===== src/rtl/rv_pkg.sv =====
`default_nettype none
// ============================================================================
// Module      : rv_pkg
// Description : Shared widths, operand-fetch output entry type and the
//               operand bypass selection helper.
// Revision    : 1.0 - initial release
// ============================================================================
package rv_pkg;

    localparam int XLEN  = 32;
    localparam int AW    = 5;
    localparam int NREG  = 32;
    localparam int CTRLW = 16;

    typedef struct packed {
        logic [XLEN-1:0]  op1;
        logic [XLEN-1:0]  op2;
        logic [AW-1:0]    dr;
        logic             we;
        logic [CTRLW-1:0] ctrl;
    } of_entry_t;

    // r0 reads as zero; a same-cycle writeback to the source beats the bank,
    // which only updates at the clock edge.
    function automatic logic [XLEN-1:0] sel_operand(
        input logic [AW-1:0]   idx,
        input logic            wb_en,
        input logic [AW-1:0]   wb_dr,
        input logic [XLEN-1:0] wb_data,
        input logic [XLEN-1:0] rdata
    );
        if (idx == '0)
            return '0;
        else if (wb_en && (wb_dr == idx))
            return wb_data;
        else
            return rdata;
    endfunction

endpackage
`default_nettype wire


===== src/rtl/operand_fetch_scoreboard.sv =====
`default_nettype none
// ============================================================================
// Module      : operand_fetch_scoreboard
// Description : Busy-bit register file tracking in-flight destinations.
//               Set on issue, cleared on writeback, cleared wholesale on
//               flush. eb hides a writeback landing this cycle.
// Revision    : 1.0 - initial release
// ============================================================================
module operand_fetch_scoreboard
    import rv_pkg::*;
(
    input  wire logic            clk,
    input  wire logic            reset,
    input  wire logic            set_en,
    input  wire logic [AW-1:0]   set_idx,
    input  wire logic            clr_en,
    input  wire logic [AW-1:0]   clr_idx,
    input  wire logic            clr_all,
    output logic      [NREG-1:0] busy,
    output logic      [NREG-1:0] eb
);

    logic [NREG-1:0] r_busy;
    logic [NREG-1:0] w_clr_mask;
    logic [NREG-1:0] w_busy_next;

    // Next busy state: clear first, then set, so a new owner wins a collision.
    always_comb begin
        w_clr_mask = '0;
        if (clr_en)
            w_clr_mask[clr_idx] = 1'b1;
        w_busy_next = r_busy & ~w_clr_mask;
        if (set_en)
            w_busy_next[set_idx] = 1'b1;
        w_busy_next[0] = 1'b0;
    end

    // Busy register with synchronous clear on reset or flush.
    always_ff @(posedge clk) begin
        if (reset || clr_all)
            r_busy <= '0;
        else
            r_busy <= w_busy_next;
    end

    assign busy = r_busy;
    assign eb   = r_busy & ~w_clr_mask;

endmodule
`default_nettype wire


===== src/rtl/operand_fetch.sv =====
`default_nettype none
// ============================================================================
// Module      : operand_fetch
// Description : Issue / operand-fetch stage. Stalls on RAW/WAW hazards,
//               bypasses the same-cycle writeback and registers operands and
//               control into a single-entry output register.
// Revision    : 1.0 - initial release
// ============================================================================
module operand_fetch
    import rv_pkg::*;
(
    input  wire logic             clk,
    input  wire logic             reset,
    input  wire logic             in_valid,
    output logic                  in_ready,
    input  wire logic [AW-1:0]    in_sr1,
    input  wire logic [AW-1:0]    in_sr2,
    input  wire logic [AW-1:0]    in_dr,
    input  wire logic             in_use1,
    input  wire logic             in_use2,
    input  wire logic             in_we,
    input  wire logic [CTRLW-1:0] in_ctrl,
    output logic      [AW-1:0]    rf_sr1,
    output logic      [AW-1:0]    rf_sr2,
    input  wire logic [XLEN-1:0]  rf_rdata1,
    input  wire logic [XLEN-1:0]  rf_rdata2,
    input  wire logic             wb_en,
    input  wire logic [AW-1:0]    wb_dr,
    input  wire logic [XLEN-1:0]  wb_data,
    input  wire logic             flush,
    output logic                  out_valid,
    input  wire logic             out_ready,
    output logic      [XLEN-1:0]  out_op1,
    output logic      [XLEN-1:0]  out_op2,
    output logic      [AW-1:0]    out_dr,
    output logic                  out_we,
    output logic      [CTRLW-1:0] out_ctrl,
    output logic      [NREG-1:0]  busy
);

    logic [NREG-1:0] w_eb;
    logic            w_hazard;
    logic            w_space;
    logic            w_accept;
    of_entry_t       w_entry;
    of_entry_t       r_entry;
    logic            r_valid;

    operand_fetch_scoreboard u_scoreboard (
        .clk     (clk),
        .reset   (reset),
        .set_en  (w_accept && in_we),
        .set_idx (in_dr),
        .clr_en  (wb_en),
        .clr_idx (wb_dr),
        .clr_all (flush),
        .busy    (busy),
        .eb      (w_eb)
    );

    assign rf_sr1 = in_sr1;
    assign rf_sr2 = in_sr2;

    // Hazard, handshake and bypassed operand selection for the offered instruction.
    always_comb begin
        w_hazard = (in_use1 && w_eb[in_sr1]) ||
                   (in_use2 && w_eb[in_sr2]) ||
                   (in_we   && w_eb[in_dr]);
        w_space  = !r_valid || out_ready;
        in_ready = !reset && !flush && !w_hazard && w_space;
        w_accept = in_valid && in_ready;

        w_entry.op1  = sel_operand(in_sr1, wb_en, wb_dr, wb_data, rf_rdata1);
        w_entry.op2  = sel_operand(in_sr2, wb_en, wb_dr, wb_data, rf_rdata2);
        w_entry.dr   = in_dr;
        w_entry.we   = in_we;
        w_entry.ctrl = in_ctrl;
    end

    // Single-entry output register: load on accept, drain on consume, squash on flush.
    always_ff @(posedge clk) begin
        if (reset) begin
            r_valid <= 1'b0;
            r_entry <= '0;
        end else if (flush) begin
            r_valid <= 1'b0;
        end else if (w_accept) begin
            r_valid <= 1'b1;
            r_entry <= w_entry;
        end else if (out_ready) begin
            r_valid <= 1'b0;
        end
    end

    assign out_valid = r_valid;
    assign out_op1   = r_entry.op1;
    assign out_op2   = r_entry.op2;
    assign out_dr    = r_entry.dr;
    assign out_we    = r_entry.we;
    assign out_ctrl  = r_entry.ctrl;

endmodule
`default_nettype wire


===== config.mk =====
export PLATFORM = sky130hd
export DESIGN_NAME = operand_fetch
export DESIGN_NICKNAME = d
export VERILOG_FILES = /design/src/rtl/rv_pkg.sv /design/src/rtl/operand_fetch_scoreboard.sv /design/src/rtl/operand_fetch.sv
export SDC_FILE = /design/constraint.sdc
export NUM_CORES = 1
export LEC_CHECK = 0
export CAP_MARGIN = 5
export CELL_PAD_IN_SITES_DETAIL_PLACEMENT = 1
export CELL_PAD_IN_SITES_GLOBAL_PLACEMENT = 1
export CORE_UTILIZATION = 33
export DETAILED_ROUTE_END_ITERATION = 6
export PLACE_DENSITY = 0.79
export SLEW_MARGIN = 20
export SYNTH_ARGS = -nofsm -noshare
export SYNTH_HDL_FRONTEND = slang
export SYNTH_SLANG_ARGS = --single-unit

===== constraint.sdc =====
create_clock -name clk -period 3.2 [get_ports clk]
set_clock_uncertainty 0.1 [all_clocks]
set_input_delay 0.32 -clock clk [delete_from_list [all_inputs] [get_ports clk]]
set_output_delay 0.32 -clock clk [all_outputs]
set_load 0.005 [all_outputs]

Word level (Yosys, flattened, before mapping)

Index checks and enable logic that the tools add are counted.

Bits in registers: 119
Output and inout port bits: 130

Magnitude comparators: 6
Equality and inequality tests: 2
Multiplexer cells: 18
Bitwise gates (word level): 4
Reduce and logical (&&, ||, !) cells: 25

Operators with widths:

| cell               | number |
|---|---|
| $mux 32            | 6 |
| $and 32x32->32     | 1 |
| $not 32->32        | 1 |
| $or 32x32->32      | 1 |
| $lt 5x6->1 const B | 4 |
| $bmux 1 s5         | 3 |
| $logic_and 1x1->1  | 12 |
| $demux 1 s5        | 2 |
| $eq 5x5->1         | 2 |
| $ge 5x1->1 const B | 2 |
| $logic_not 5->1    | 2 |
| $mux 1             | 7 |
| $logic_not 1->1    | 4 |
| $logic_or 1x1->1   | 4 |
| $reduce_and 2->1   | 1 |
| $reduce_bool 2->1  | 1 |
| $reduce_or 2->1    | 1 |
| $not 1->1          | 1 |

Logic depth before layout (Yosys ltp)

Gate-level depths: netlist of run 1.

Depth in word-level cells: 18
Depth in mapped cells: 12
Depth with buffers taken out: 8

By module

A second synthesis of run 1 with hierarchy kept.

Cells, all modules: 686
Area, all modules: 6929.1 µm²

Modules (own cells, without submodules):

| module                   | times used | cells each | area each (µm²) | seq. area each (µm²) |
|---|---|---|---|---|
| operand_fetch            | 1          | 559        | 5579.1          | 1741.7 |
| operand_fetch_scoreboard | 1          | 127        | 1350.0          | 620.6 |

Worst setup path after synthesis of run 1

OpenSTA, ideal clock, no wires.

Path kind: input to register
From: in in_sr2[1]
To: reg r_entry (netlist bit out_op1[0])
Library setup time: 121 ps
Arrival time: 2629 ps
Path slack: 350 ps
Stages: 11
Cells stage by stage: clkbuf_1 > clkbuf_1 > o311ai_0 > a211oi_1 > o31ai_1 > o32ai_1 > nor3_2 > nand2_1 > buf_6 > buf_6 > mux2_4

Longest elaborated chain between the ends: 10

RTL lines:

| element                           | RTL line            | text |
|---|---|---|
| start: declaration                | operand_fetch.sv:17 | `input wire logic [AW-1:0] in_sr2,` |
| $bmux 1 s5                        | operand_fetch.sv:67 | `(in_use2 && w_eb[in_sr2]) \|\|` |
| $mux 1 (implied by the code)      | operand_fetch.sv:67 |  |
| $logic_and 1x1->1                 | operand_fetch.sv:67 |  |
| $logic_or 1x1->1                  | operand_fetch.sv:66 | `w_hazard = (in_use1 && w_eb[in_sr1]) \|\|` |
| $logic_or 1x1->1                  | operand_fetch.sv:67 |  |
| $logic_not 1->1                   | operand_fetch.sv:70 | `in_ready = !reset && !flush && !w_hazard && w_space;` |
| $logic_and 1x1->1 (2 in a row)    | operand_fetch.sv:70 |  |
| $logic_and 1x1->1                 | operand_fetch.sv:71 | `w_accept = in_valid && in_ready;` |
| $reduce_and 2->1 (no source line) | --                  |  |
| end signal: assignment            | operand_fetch.sv:89 | `r_entry <= w_entry;` |
| end: declaration                  | operand_fetch.sv:46 | `of_entry_t r_entry;` |

No other way between the ends. The select of a mux whose other input is x is not followed.
A chain may end at the register's enable or synchronous reset.

Worst setup path in the final report of run 1

From: in in_sr1[0]
To: out in_ready

Longest elaborated chain between the ends: 8

RTL lines:

| element                        | RTL line            | text |
|---|---|---|
| start: declaration             | operand_fetch.sv:16 | `input wire logic [AW-1:0] in_sr1,` |
| $bmux 1 s5                     | operand_fetch.sv:66 |  |
| $mux 1 (implied by the code)   | operand_fetch.sv:66 |  |
| $logic_and 1x1->1              | operand_fetch.sv:66 |  |
| $logic_or 1x1->1               | operand_fetch.sv:66 |  |
| $logic_or 1x1->1               | operand_fetch.sv:67 |  |
| $logic_not 1->1                | operand_fetch.sv:70 |  |
| $logic_and 1x1->1 (2 in a row) | operand_fetch.sv:70 |  |
| end: declaration               | operand_fetch.sv:15 | `output logic in_ready,` |

No other way between the ends. The select of a mux whose other input is x is not followed.

==> results of run 1 <==
[cells in the final DEF (no fill, tap or decap), types with 4 or more instances in the layout]
cell,synthesis,routed
xor2_1,10,8
nand2_1,21,20
buf_12,0,7
o41ai_1,6,5
buf_6,9,10
a21oi_1,4,4
mux2_2,39,39
dfxtp_1,118,118
nor3_1,15,13
clkbuf_16,0,21
o21ai_2,1,8
o211ai_1,16,16
nand3_1,5,5
inv_1,12,12
mux4_2,6,6
nand2b_1,8,6
nor2_1,76,76
o21ai_1,8,9
o2111ai_1,5,4
o22ai_1,10,10
dlygate4sd2_1,0,4
mux2i_1,89,89
buf_4,12,141
mux2_4,49,49
clkdlybuf4s50_1,0,260
o21ai_0,27,18
o31ai_1,8,7
o311ai_0,7,4
nor2b_1,85,85
o32ai_1,13,12
[cells in the mapped netlist, drive strengths merged (5+ instances only)]
library cell	number
nand3	5
o41ai	6
inv	13
dfxtp	118
buf	37
xor2	10
nor3	16
o21ai	36
mux2	88
o31ai	8
nand2	21
o22ai	10
o211ai	16
mux2i	89
nor2	76
mux4	6
clkbuf	37
o2111ai	5
o311ai	8
o32ai	14
nor2b	85
nand2b	8
[metrics by stage]
stage	instances	utilization (%)	TNS [ns]	instance area, um^2
finish	1436	55.81	0	12140
global route	1436	55.81	-0.8288	12140
CTS	1424	54.61	0	11880
detailed placement	1383	51.12	-62.13	11120
global placement	1383	51.12	-52.87	11120
floorplan	766	-	0	7320
[power groups by stage]
| stage | clock network [mW] | registers, mW | logic (mW) |
|---|---|---|---|
| after CTS | 1.86 | 1.53 | 0.811 |
| after global placement | 0 | 1.56 | 0.777 |
| final | 1.84 | 1.53 | 0.850 |
| after floorplan | 0 | 1.56 | 0.324 |
| after detailed placement | 0 | 1.56 | 0.790 |
| after global routing | 1.93 | 1.53 | 0.895 |
[metal layers]
metal	vias up	routed length (um)	global-route usage (%)
li1	3506	-	-
met5	-	0	0
met4	0	1128	11.90
met3	73	2384	6.295
met2	363	16280	46.26
met1	3796	12690	33.00
[layout make-up]
cell class	count	area, um^2	area share (%)
multi-input cells	559	4710	38.79
repair buffers	432	4101	33.78
flip-flops and latches	118	2362	19.46
clock buffers	20	456.7	3.761
well taps	280	350.3	2.885
clock inverters	11	102.6	0.8450
inverters	15	56.30	0.4637
diodes	1	2.502	0.02061
[sequential cells by signal, summed over array words and instances (netlist names)]
name and cells:
out_op1 32, out_we 1, out_op2 32, u_scoreboard.busy 31, out_ctrl 16, out_dr 5
out_valid 1
[critical path: stages]
cell	delay [ns]
clkdlybuf4s50_1	0.50
buf_6	0.16
buf_12	0.11
mux2i_1	0.35
nor2_1	0.13
a211oi_2	0.26
buf_4	0.16
a32oi_1	0.11
a32oi_2	0.25
nor3b_2	0.24
buf_2	0.14
[path summary, 6_finish.rpt]
path	from	end	slack (ns)	depth (start not counted)
setup reg to reg	u_scoreboard.busy[30]$_SDFF_PP0_	out_op1[30]$_SDFFE_PP0P_	0.25	11
setup / recovery	in_sr1[0]	in_ready	0.04	11
hold reg to reg	out_dr[1]$_SDFFE_PP0P_	out_dr[1]$_SDFFE_PP0P_	0.38	2
hold / removal	reset	u_scoreboard.busy[30]$_SDFF_PP0_	0.37	5
[timing repair]
| action | 4_1_cts | 5_1_grt |
|---|---|---|
| gates resized for setup | 40 | 31 |
| setup endpoints to repair | 101 | 98 |
| pin swaps | 8 | 11 |
| setup buffers | 9 | 6 |
| cloned | 1 | 5 |
[kinds of logic after synthesis]
kind of cell / synth area share [%]
AO/OA/AOI/OAI: 12.62
XOR/XNOR: 1.436
buffers and inverters: 6.239
flip-flops: 32.27
multiplexers: 30.07
other: 0.05123
AND/OR/NAND/NOR: 17.32
==> run metrics, run 1 <==
Switch Pwr 1.135 mW; Area Overhead vs Synth 65.88%; Min-Delay Path Class in2reg; IO Count 271; Synth area leaders dfxtp_1 (32%), mux2i_1 (12%), mux2_4 (10%); largest net degree at the start of global routing between 60 and 70; WP data required 2.78 ns; Total GRT Usage a little over a quarter; worst vdd ir 0.3459 mV; hold buffers post-CTS 0; area leader, netlist dfxtp_1; Final period util a little over nine tenths; number of antenna violations at the first check in global routing 1; first-pass GRT wire length 46520 um; Worst-Skew Late Latency between 0.4 and 0.5 ns; Inserted Clock Buffers 17; synth unique cells 66; GPL Wtd Cong between 0.9 and 1; final wirelength 32480 um; Syn Inst Count 766; Sw Share between 20% and 30%; average size of a mapped cell 9.556 um^2; Yosys Warn Count 0; vias per inst ~5.4; initial core utilization 33.64%; Max-Slew Margin vs Limit around 54%; TritonRoute pass-1 iters 5; 1st-iter DRT viols 383; Final Net Count 1284; Seq/Total Area, Yosys 32.27%; RSZ-0062 raised after global routing true; ys flop type dfxtp_1; setup ws final 0.04176 ns; DR DRC count 0; Via Count 7738; Max Freq 316.6 MHz; Gate power share 20.1%; Clock Path Buffers 2; max-slew violations 0; H-tree levels 4; die height 150.9 um; layout cells sized above 1 approximately 28%; Worst Setup End Kind output pin; Syn Nets 907; CP arrival 2.74 ns; Setup CP Type in2out; hpwl dp around 23000 um; Clock power frac between 40 and 50%; power per cell area 347.8 nW/um^2; die area 22780 um^2; clk slew on worst S/H paths 0.06 ns; worst-path maximum fanout 8; sequential share of power 36.2%; port bufs 269; clk sink count ~120; synthesized area 7320 um^2; fillcell total 2424; # Max-Cap Violations 0; CTS tree done; final hold vios 0; outcome finished, final reports clean; Post-synth EDFFs 0; Leak 4.824 nW; total grt overflow 0; Worst setup SP type input pin; post-route ant nets 0; post-synth top area share 32.27%; worst slew pin tran 0.6890 ns; Yosys reg bits 118; clk root buf clkbuf_16; # setup viols final 0; post-layout min period about 3.2 ns; total chip power 4.223 mW; vias in the first global route around 8000; P_int just over 3 mW; Core Box Area 21760 um^2; dpl ws -0.6430 ns; die width around 150 um; WL/cell 22.62 um; Synth async-reset ratio 0%; final hold slack 0.3717 ns; Cell Rows 54
No activity file was read; power rests on OpenSTA's default activity.
==> inputs of run 2 (changes only) <==
- CAP_MARGIN: 5 -> unset
- CORE_ASPECT_RATIO: unset -> 1.75
==> run metrics, run 2 (synthesis results as in run 1) <==
outcome finished, final reports clean; TritonRoute pass-1 iters 4; # setup viols final 0; # Max-Cap Violations 0; post-layout util between 50% and 60%; layout cells sized above 1 26.84%; GPL Wtd Cong 0.9669; final hold vios 0; IO Count roughly 270; Setup CP Type in2out; number of antenna violations at the first check in global routing 2; total grt overflow 0; Inserted Clock Buffers 17; Worst setup SP type input pin; largest net degree at the start of global routing 51; P_int ~3.2 mW; Leak 4.648 nW; WL/cell 22.74 um; port bufs 269; dpl ws -0.7779 ns; final instance area 11890 um^2; worst slew pin tran between 0.5 and 0.6 ns; vias per inst 5.335; WP data required 2.78 ns; non-filler cells in the finished layout 1421; Final Net Count 1254; initial core utilization 33.91%; DR DRC count 0; worst vdd ir 0.2684 mV; Switch Pwr roughly 1.1 mW; max-slew violations 0; dpl cell area 11060 um^2; first-pass GRT wire length 48050 um; Total GRT Usage 28.57%; most common cell after layout, fill and taps aside clkdlybuf4s50_1; Cell Rows 71; 1st-iter DRT viols 266; power per cell area about 360 nW/um^2; Sw Share 24.91%; CTS tree done; reg2reg path depth 9; multi-input logic area around 4700 um^2; Worst Setup End Kind output pin; vias in the first global route between 8000 and 9000; Cells after DPL ~1400; Clock power frac between 40% and 50%; RSZ-0062 raised after global routing true; Via Count 7581; die width 114.6 um; setup ws final 0.02180 ns; Max Freq approximately 310 MHz; final wirelength 32320 um; CP arrival 2.76 ns; Min-Delay Path Class reg2reg; die area 22800 um^2; hold path depth 2; total chip power 4.312 mW; die height 199.0 um; post-layout min period about 3.2 ns; clk sink count ~120; final hold slack 0.3901 ns; Max-Slew Margin vs Limit ~64%; Core Box Area 21590 um^2; post-route ant nets 0; Gate power share 19.0%; sequential share of power 35.5%; clk slew on worst S/H paths about 0.050 ns; Final period util 99.32%; commonest cells after routing, fill and taps aside clkdlybuf4s50_1 (261), buf_4 (121), dfxtp_1 (118), mux2i_1 (89), nor2b_1 (85); storage element area 2362 um^2; worst-path maximum fanout 19; Area Overhead vs Synth 62.38%; H-tree levels 4; Setup TNS 0 ns; Worst-Skew Late Latency roughly 0.4 ns; Clock Path Buffers 2; clk root buf clkbuf_16; fillcell total 2409; hpwl dp 25000 um
## run 2: cell types whose count changed in the layout (fill, tap and decap cells not counted), moves of 2 or more
| cell | before | now |
|---|---|---|
| buf_4 | 141 | 121 |
| buf_6 | 10 | 2 |
| buf_8 | 0 | 2 |
| bufinv_16 | 1 | 3 |
| clkbuf_16 | 21 | 17 |
| clkinv_4 | 3 | 0 |
| diode_2 | 1 | 4 |
| dlymetal6s2s_1 | 3 | 0 |
## run 2: worst paths after layout
check,slack [ns],to,start
setup reg to reg,0.38,out_op2[24]$_SDFFE_PP0P_,u_scoreboard.busy[30]$_SDFF_PP0_
setup / recovery,0.02,in_ready,in_sr2[0]
hold reg to reg,0.39,out_dr[4]$_SDFFE_PP0P_,out_dr[4]$_SDFFE_PP0P_
hold / removal,0.39,out_dr[4]$_SDFFE_PP0P_,out_dr[4]$_SDFFE_PP0P_
## run 2: per-layer routing
metal  GRT usage (%)  up-vias  part of all wire [%]
met4           22.41        0                   7.5
li1                -     3434                     -
met5               0        -                     0
met3           4.449      129                   3.9
met2           55.31      298                    55
met1           25.80     3720                    34
## run 2: area by class of cell
type                            count  share of cell area, %
Tap cell                          292                  3.074
Inverter                           15                 0.5053
Timing Repair Buffer              402                  31.91
Clock buffer                       22                  3.990
Antenna cell                        4                0.08422
Clock inverter                      9                  1.053
Sequential cell                   118                  19.88
Multi-Input combinational cell    559                  39.51
## run 2: power by group through the flow
stage / sequential [mW] / combinational (mW) / clock [mW]
finish: 1.53 / 0.819 / 1.96
global route: 1.53 / 0.866 / 2.05
CTS: 1.53 / 0.818 / 1.99
detailed placement: 1.56 / 0.791 / 0
global placement: 1.56 / 0.774 / 0
floorplan: 1.56 / 0.324 / 0
## run 2: timing repair
action / CTS / global route
buffers inserted: 3 / 0
gates resized for setup: 57 / 8
pin swaps: 9 / 0
endpoints found under the setup margin: 107 / 104
hold buffers: 0 / 0
cloned: 0 / 0
## run 2: worst max-delay path: stages
cell	delay, ns
clkdlybuf4s50_1	0.55
buf_8	0.22
mux2_2	0.38
a2111oi_1	0.45
a211oi_1	0.11
o31ai_2	0.09
o32ai_2	0.18
nor3b_4	0.29
buf_2	0.16
